===== src/rtl/axon_spike_decoder_pkg.sv =====
// axon_decoder_pkg: width helpers and read FSM state encoding for the axon spike decoder
package axon_decoder_pkg;
  function automatic int axon_w(input int num_axons);
    return $clog2(num_axons);
  endfunction
  function automatic int cnt_w(input int fifo_depth);
    return $clog2(fifo_depth) + 1;
  endfunction
  typedef enum logic [1:0] {
    IDLE,
    SERVE,
    RELEASE
  } rd_state_e;
endpackage


===== src/rtl/axon_spike_decoder_if.sv =====
// axon_spike_decoder_if: packet ingress and controller fetch signals of the axon spike decoder
interface axon_spike_decoder_if
  import axon_decoder_pkg::*;
#(
  parameter int NUM_AXONS  = 256,
  parameter int FIFO_DEPTH = 16
) ();
  localparam int AXON_W = axon_w(NUM_AXONS);
  localparam int CNT_W  = cnt_w(FIFO_DEPTH);
  logic [AXON_W-1:0] packet_in;
  logic              packet_valid;
  logic              packet_ready;
  logic              decoder_empty;
  logic              read_spike;
  logic [AXON_W-1:0] axon_number_out;
  logic              axon_number_valid;
  logic [CNT_W-1:0]  fifo_count;
  logic              overflow;
  modport master (
    output packet_in, packet_valid, read_spike,
    input  packet_ready, decoder_empty, axon_number_out, axon_number_valid, fifo_count, overflow
  );
  modport slave (
    input  packet_in, packet_valid, read_spike,
    output packet_ready, decoder_empty, axon_number_out, axon_number_valid, fifo_count, overflow
  );
endinterface


===== src/rtl/axon_spike_decoder_fifo.sv =====
// spike_sync_fifo: synchronous FIFO with wrapping pointers and registered occupancy count
module spike_sync_fifo #(
  parameter int W     = 8,
  parameter int DEPTH = 16,
  parameter int CNT_W = 5
) (
  input  logic             clk,
  input  logic             rst,
  input  logic             push,
  input  logic             pop,
  input  logic [W-1:0]     din,
  output logic [W-1:0]     dout,
  output logic [CNT_W-1:0] count,
  output logic             full,
  output logic             empty
);
  localparam int PTR_W = $clog2(DEPTH);
  logic [W-1:0]     mem_q [DEPTH];
  logic [PTR_W-1:0] wr_ptr_q, wr_ptr_d, rd_ptr_q, rd_ptr_d;
  logic [CNT_W-1:0] count_q, count_d;
  logic             do_push, do_pop;
  assign full    = count_q == CNT_W'(DEPTH);
  assign empty   = count_q == '0;
  assign do_push = push && !full;
  assign do_pop  = pop && !empty;
  assign dout    = mem_q[rd_ptr_q];
  assign count   = count_q;
  // pointers wrap naturally because DEPTH is a power of two
  always_comb begin
    wr_ptr_d = wr_ptr_q + PTR_W'(do_push);
    rd_ptr_d = rd_ptr_q + PTR_W'(do_pop);
    count_d  = count_q + CNT_W'(do_push) - CNT_W'(do_pop);
  end
  // pointer and count registers, emptied by reset
  always_ff @(posedge clk) begin
    if (!rst) begin
      wr_ptr_q <= '0;
      rd_ptr_q <= '0;
      count_q  <= '0;
    end else begin
      wr_ptr_q <= wr_ptr_d;
      rd_ptr_q <= rd_ptr_d;
      count_q  <= count_d;
    end
  end
  // storage needs no reset; validity is tracked by the count
  always_ff @(posedge clk) begin
    if (do_push) mem_q[wr_ptr_q] <= din;
  end
endmodule


===== src/rtl/axon_spike_decoder.sv =====
// axon_spike_decoder: buffers axon spike packets and serves them one per fetch episode (AXON_DEDUP_EN adds queued-axon dedup)
module axon_spike_decoder
  import axon_decoder_pkg::*;
#(
  parameter int NUM_AXONS  = 256,
  parameter int FIFO_DEPTH = 16
) (
  input logic clk,
  input logic rst,
  axon_spike_decoder_if.slave bus
);
  localparam int AXON_W = axon_w(NUM_AXONS);
  localparam int CNT_W  = cnt_w(FIFO_DEPTH);
  rd_state_e         state_q, state_d;
  logic [AXON_W-1:0] axon_q, axon_d;
  logic              overflow_q, overflow_d;
  logic [AXON_W-1:0] head;
  logic [CNT_W-1:0]  count;
  logic              full, empty, accept, store, pop_en;
  assign bus.packet_ready      = !full;
  assign bus.decoder_empty     = empty;
  assign bus.fifo_count        = count;
  assign bus.axon_number_out   = axon_q;
  assign bus.axon_number_valid = state_q == SERVE;
  assign bus.overflow          = overflow_q;
  assign accept = bus.packet_valid && !full;
  assign pop_en = state_q == IDLE && bus.read_spike && !empty;
  spike_sync_fifo #(
    .W    (AXON_W),
    .DEPTH(FIFO_DEPTH),
    .CNT_W(CNT_W)
  ) u_fifo (
    .clk  (clk),
    .rst  (rst),
    .push (store),
    .pop  (pop_en),
    .din  (bus.packet_in),
    .dout (head),
    .count(count),
    .full (full),
    .empty(empty)
  );
`ifdef AXON_DEDUP_EN
  logic [NUM_AXONS-1:0] queued_q, queued_d;
  // a packet already queued is swallowed unless that same axon leaves the queue this cycle
  assign store = accept && (!queued_q[bus.packet_in] || (pop_en && head == bus.packet_in));
  // bitmap of axons currently held in the FIFO
  always_comb begin
    queued_d = queued_q;
    if (pop_en) queued_d[head] = 1'b0;
    if (accept) queued_d[bus.packet_in] = 1'b1;
  end
  // bitmap register, cleared with the FIFO
  always_ff @(posedge clk) begin
    if (!rst) queued_q <= '0;
    else queued_q <= queued_d;
  end
`else
  assign store = accept;
`endif
  // read FSM: one pop per read_spike episode, valid strobe in SERVE, wait for release
  always_comb begin
    state_d    = state_q == IDLE  ? (pop_en ? SERVE : IDLE)
               : state_q == SERVE ? RELEASE
               : (bus.read_spike ? RELEASE : IDLE);
    axon_d     = pop_en ? head : axon_q;
    overflow_d = overflow_q || (bus.packet_valid && full);
  end
  // state, served axon and sticky overflow registers
  always_ff @(posedge clk) begin
    if (!rst) begin
      state_q    <= IDLE;
      axon_q     <= '0;
      overflow_q <= 1'b0;
    end else begin
      state_q    <= state_d;
      axon_q     <= axon_d;
      overflow_q <= overflow_d;
    end
  end
endmodule

===== src/flat_wrapper.sv =====
// flat-port wrapper written by rule: the top's interface ports become plain ports
module axon_spike_decoder_flat import axon_decoder_pkg::*;
#(
  parameter int NUM_AXONS  = 256,
  parameter int FIFO_DEPTH = 16
)
  (clk, rst, bus_packet_in, bus_packet_valid, bus_read_spike, bus_packet_ready, bus_decoder_empty, bus_axon_number_out, bus_axon_number_valid, bus_fifo_count, bus_overflow);
  axon_spike_decoder_if #(.NUM_AXONS(NUM_AXONS), .FIFO_DEPTH(FIFO_DEPTH)) bus_i ();
  input logic clk;
  input logic rst;
  input wire logic [$bits(bus_i.packet_in)-1:0] bus_packet_in;
  input wire logic [$bits(bus_i.packet_valid)-1:0] bus_packet_valid;
  input wire logic [$bits(bus_i.read_spike)-1:0] bus_read_spike;
  output wire logic [$bits(bus_i.packet_ready)-1:0] bus_packet_ready;
  output wire logic [$bits(bus_i.decoder_empty)-1:0] bus_decoder_empty;
  output wire logic [$bits(bus_i.axon_number_out)-1:0] bus_axon_number_out;
  output wire logic [$bits(bus_i.axon_number_valid)-1:0] bus_axon_number_valid;
  output wire logic [$bits(bus_i.fifo_count)-1:0] bus_fifo_count;
  output wire logic [$bits(bus_i.overflow)-1:0] bus_overflow;
  assign bus_i.packet_in = bus_packet_in;
  assign bus_i.packet_valid = bus_packet_valid;
  assign bus_i.read_spike = bus_read_spike;
  assign bus_packet_ready = bus_i.packet_ready;
  assign bus_decoder_empty = bus_i.decoder_empty;
  assign bus_axon_number_out = bus_i.axon_number_out;
  assign bus_axon_number_valid = bus_i.axon_number_valid;
  assign bus_fifo_count = bus_i.fifo_count;
  assign bus_overflow = bus_i.overflow;
  axon_spike_decoder #(.NUM_AXONS(NUM_AXONS), .FIFO_DEPTH(FIFO_DEPTH)) u_core (.clk(clk), .rst(rst), .bus(bus_i));
endmodule

===== config.mk =====
export PLATFORM = sky130hd
export DESIGN_NAME = axon_spike_decoder_flat
export DESIGN_NICKNAME = d
export VERILOG_FILES = /design/src/rtl/axon_spike_decoder_pkg.sv /design/src/rtl/axon_spike_decoder_if.sv /design/src/rtl/axon_spike_decoder_fifo.sv /design/src/rtl/axon_spike_decoder.sv /design/src/flat_wrapper.sv
export SDC_FILE = /design/constraint.sdc
export NUM_CORES = 1
export LEC_CHECK = 0
export BUFFER_PORTS_ARGS = -buffer_cell sky130_fd_sc_hd__buf_2
export CORE_MARGIN = 4
export CORE_UTILIZATION = 40
export DETAILED_ROUTE_END_ITERATION = 7
export GPL_TIMING_DRIVEN = 0
export PLACE_DENSITY_LB_ADDON = 0.25
export SYNTH_ARGS = -nofsm -noshare
export SYNTH_HDL_FRONTEND = slang
export SYNTH_HIERARCHICAL = 1
export SYNTH_SLANG_ARGS = --single-unit

===== constraint.sdc =====
create_clock -name clk -period 3.7 [get_ports clk]
set_input_delay 0.185 -clock clk [delete_from_list [all_inputs] [get_ports clk]]
set_output_delay 0.185 -clock clk [all_outputs]
set_load 0.02 [all_outputs]

==> results.cfg <==
[clocking]
post-cts-setup-buffers = 0
cts.clk_slew.worst_paths_ps = 60
cts_hold_buffers = 0
h-tree-depth = 4
cts_resized = 0
cts_buffers = 17
tritoncts = built
cts_root_buffer = clkbuf_16
clk_latency_ps = 410
cts_max_path_buffers = 2
clock-sinks = 152

[synthesis]
synth_warnings = 6
ys_seq_elements = 152
async_flop_share_pct = 0
synth_area_sq_mm = 0.00620
synth_top_area_share_pct = 62.0
synth.distinct_cells = 38
synth.most_common_cell = edfxtp_1
syn-num-nets = 393
synth_edf_count = 128
yosys.area.top_type = edfxtp_1
syn_inst = 370
synthTopCellsByCount = edfxtp_1, mux2i_1, nand2_1
syn_avg_cell_area_sq_um = 16.8
synthTopCellsByArea = edfxtp_1, dfxtp_1, mux2i_1, mux4_2, ha_1
synthFlopType = edfxtp_1
synth-seq-area-share_pct = 69.7

[timing]
worst_slack_ps = 207
worst_pin_slew_ps = 1310
layout_min_cycle_time_ps = 3490
slew_violations = 0
grt_setup_unrepaired = no
worst_slew_margin_rel_pct = 11.7
setup-violations-final = 0
hold_viol_final = 0
fin_crit_sh_pct = 94.4
skew_ps = 7.11
fin_setup_tns_ps = 0
fmax_ghz = 0.286

[grt]
first_global_vias = 3238
track_usage_pct = 15.0
overflow = 0
grt_pass1_wl_mm = 19.4
grt_max_degree = 17
antenna_found_initial = 0

[drt]
drt_wl_total_mm = 12.6
drc_errors = 0
drt_iter0_markers = 291
wl_per_cell_microns = 20.4
postRouteAntennaNets = 0
vias_per_cell = 5.34
drt-pass1-iter-count = 4
routed-via-count = 3300

[floorplanning]
die_area_sq_mm = 0.0176
die_w_microns = 132
die_y_microns = 132
rows = 45
start_util_pct = 40.8
core_sq_mm = 0.0152
ios = 29

[finish]
fin_util_pct = 47.3
n_antenna_cell = 0
final_nets = 441
fin_cells = 618
drive_above_1_share_pct = 22.1
area_growth_pct = 16.1

[power]
power_density_mw_per_mm2 = 701
leakage_nw = 2.48
vdd_drop_max_mv = 0.346
p_total_w = 0.00505

[hold_path]
hold_class = primary input to flip-flop

[placement]
port_buffers = 28
gp_congestion = 0.773
placedCellCount = 586
hpwlAfterDp_mm = 8.40
pre_cts_ws_ps = 206

[setup_path]
end_kind = flip-flop
critPathMaxStageDelay_ps = 740
arrival_ps = 3800
path_buf_inv = 4
worstSetupPathType = flip-flop to flip-flop
slowest_stage = nor4b_1
crit_fanout = 10
crit_chain = inv_1 -> ha_1 -> nor4b_1 -> nor4b_4 -> buf_6 -> nor2b_1 -> ha_1 -> inv_1 -> ha_1 -> inv_1 -> fa_1 -> nand2b_1 -> a21oi_1 -> o21ai_0 -> and3b_1
critPathTopFamily = simple AND/OR/NAND/NOR gates
required_ps = 4000
cp-start-kind = flip-flop

[job]
max-cap-violations = 0

[run_status]
status = completed
## layer usage
layer	track usage [%]	share of wire, %	vias up
li1	-	-	1524
met1	19.5	43	1684
met2	24.8	51	78
met3	2.89	4.1	14
met4	6.24	1.9	0
met5	0	0	-
## worst paths after layout
check,startpoint,end,slack [ps],cells past startpoint
setup / recovery,u_core/u_fifo/count[3]$_SDFF_PN0_,u_core/u_fifo/count[4]$_SDFF_PN0_,210,15
hold reg to reg,u_core/bus.axon_number_out[2]$_SDFFE_PN0P_,u_core/bus.axon_number_out[2]$_SDFFE_PN0P_,460,2
setup reg to reg,u_core/u_fifo/count[3]$_SDFF_PN0_,u_core/u_fifo/count[4]$_SDFF_PN0_,210,15
hold / removal,rst,u_core/u_fifo/count[1]$_SDFF_PN0_,60,2
## report_power, final
| group | total (W) | switching (W) | internal, W |
|---|---|---|---|
| sequential | 0.00207 | 0.0000706 | 0.00200 |
| combinational | 0.00121 | 0.000668 | 0.000541 |
| clock | 0.00177 | 0.000648 | 0.00112 |
## through the flow
stage / cell area, sq um / hold slack [ps]
finish: 7200 / 58.2
detailed placement: 6580 / 454
CTS: 7190 / 39.7
global route: 7200 / 68.7
global placement: 6580 / 445
floorplan: 6200 / 284
## cell families (layout without fill, tap and decap cells)
logic type | count (synthesis) | in the layout | share of synthesized area (%)
adder cells (fa/ha/maj) | 11 | 11 | 2.34
AO/OA/AOI/OAI | 38 | 38 | 4.64
buffers and inverters | 30 | 90 | 3.43
multiplexers | 56 | 56 | 12.3
AND/OR/NAND/NOR | 77 | 77 | 6.72
flip-flops | 152 | 152 | 69.7
XOR/XNOR | 6 | 6 | 0.848
## flip-flops by register name, indices dropped and copies added (netlist names)
signal / cells
u_core/u_fifo/rd_ptr_q: 4
u_core/state_q: 2
u_core/u_fifo/wr_ptr_q: 4
u_core/u_fifo/count: 5
u_core/bus.axon_number_out: 8
u_core/bus.overflow: 1
u_core/u_fifo/mem_q: 128
## cell type report
class | instances | area, sq um
clock inverter | 12 | 178
buffer | 20 | 175
tap | 188 | 235
fill | 1279 | 8000
timing repair buffer | 29 | 148
inverter | 10 | 37.5
multi-input combinational | 188 | 1670
sequential | 152 | 4320
clock buffer | 19 | 433
## layout by cell type, fill, tap and decap left out, types with 2 or more instances in the layout
cell and n:
inv_1 9, clkinv_4 3, a221oi_2 2, buf_4 2, nand3b_1 2, buf_2 33, nor2_1 12, clkbuf_1 7
nor2b_1 6, a22oi_1 8, ha_1 10, and2_1 12, nand3_1 2, buf_12 3, nand2b_1 5, a221oi_1 14
mux2i_1 40, dfxtp_1 24, nor3_2 2, clkbuf_16 17, xnor2_1 3, mux4_2 16, a21oi_1 3, o21ai_0 9
buf_6 5, clkinvlp_4 3, bufinv_16 4, edfxtp_1 128, nand2_1 26, nor3_1 3, xor2_1 3
(Power assumes the default switching activity.)
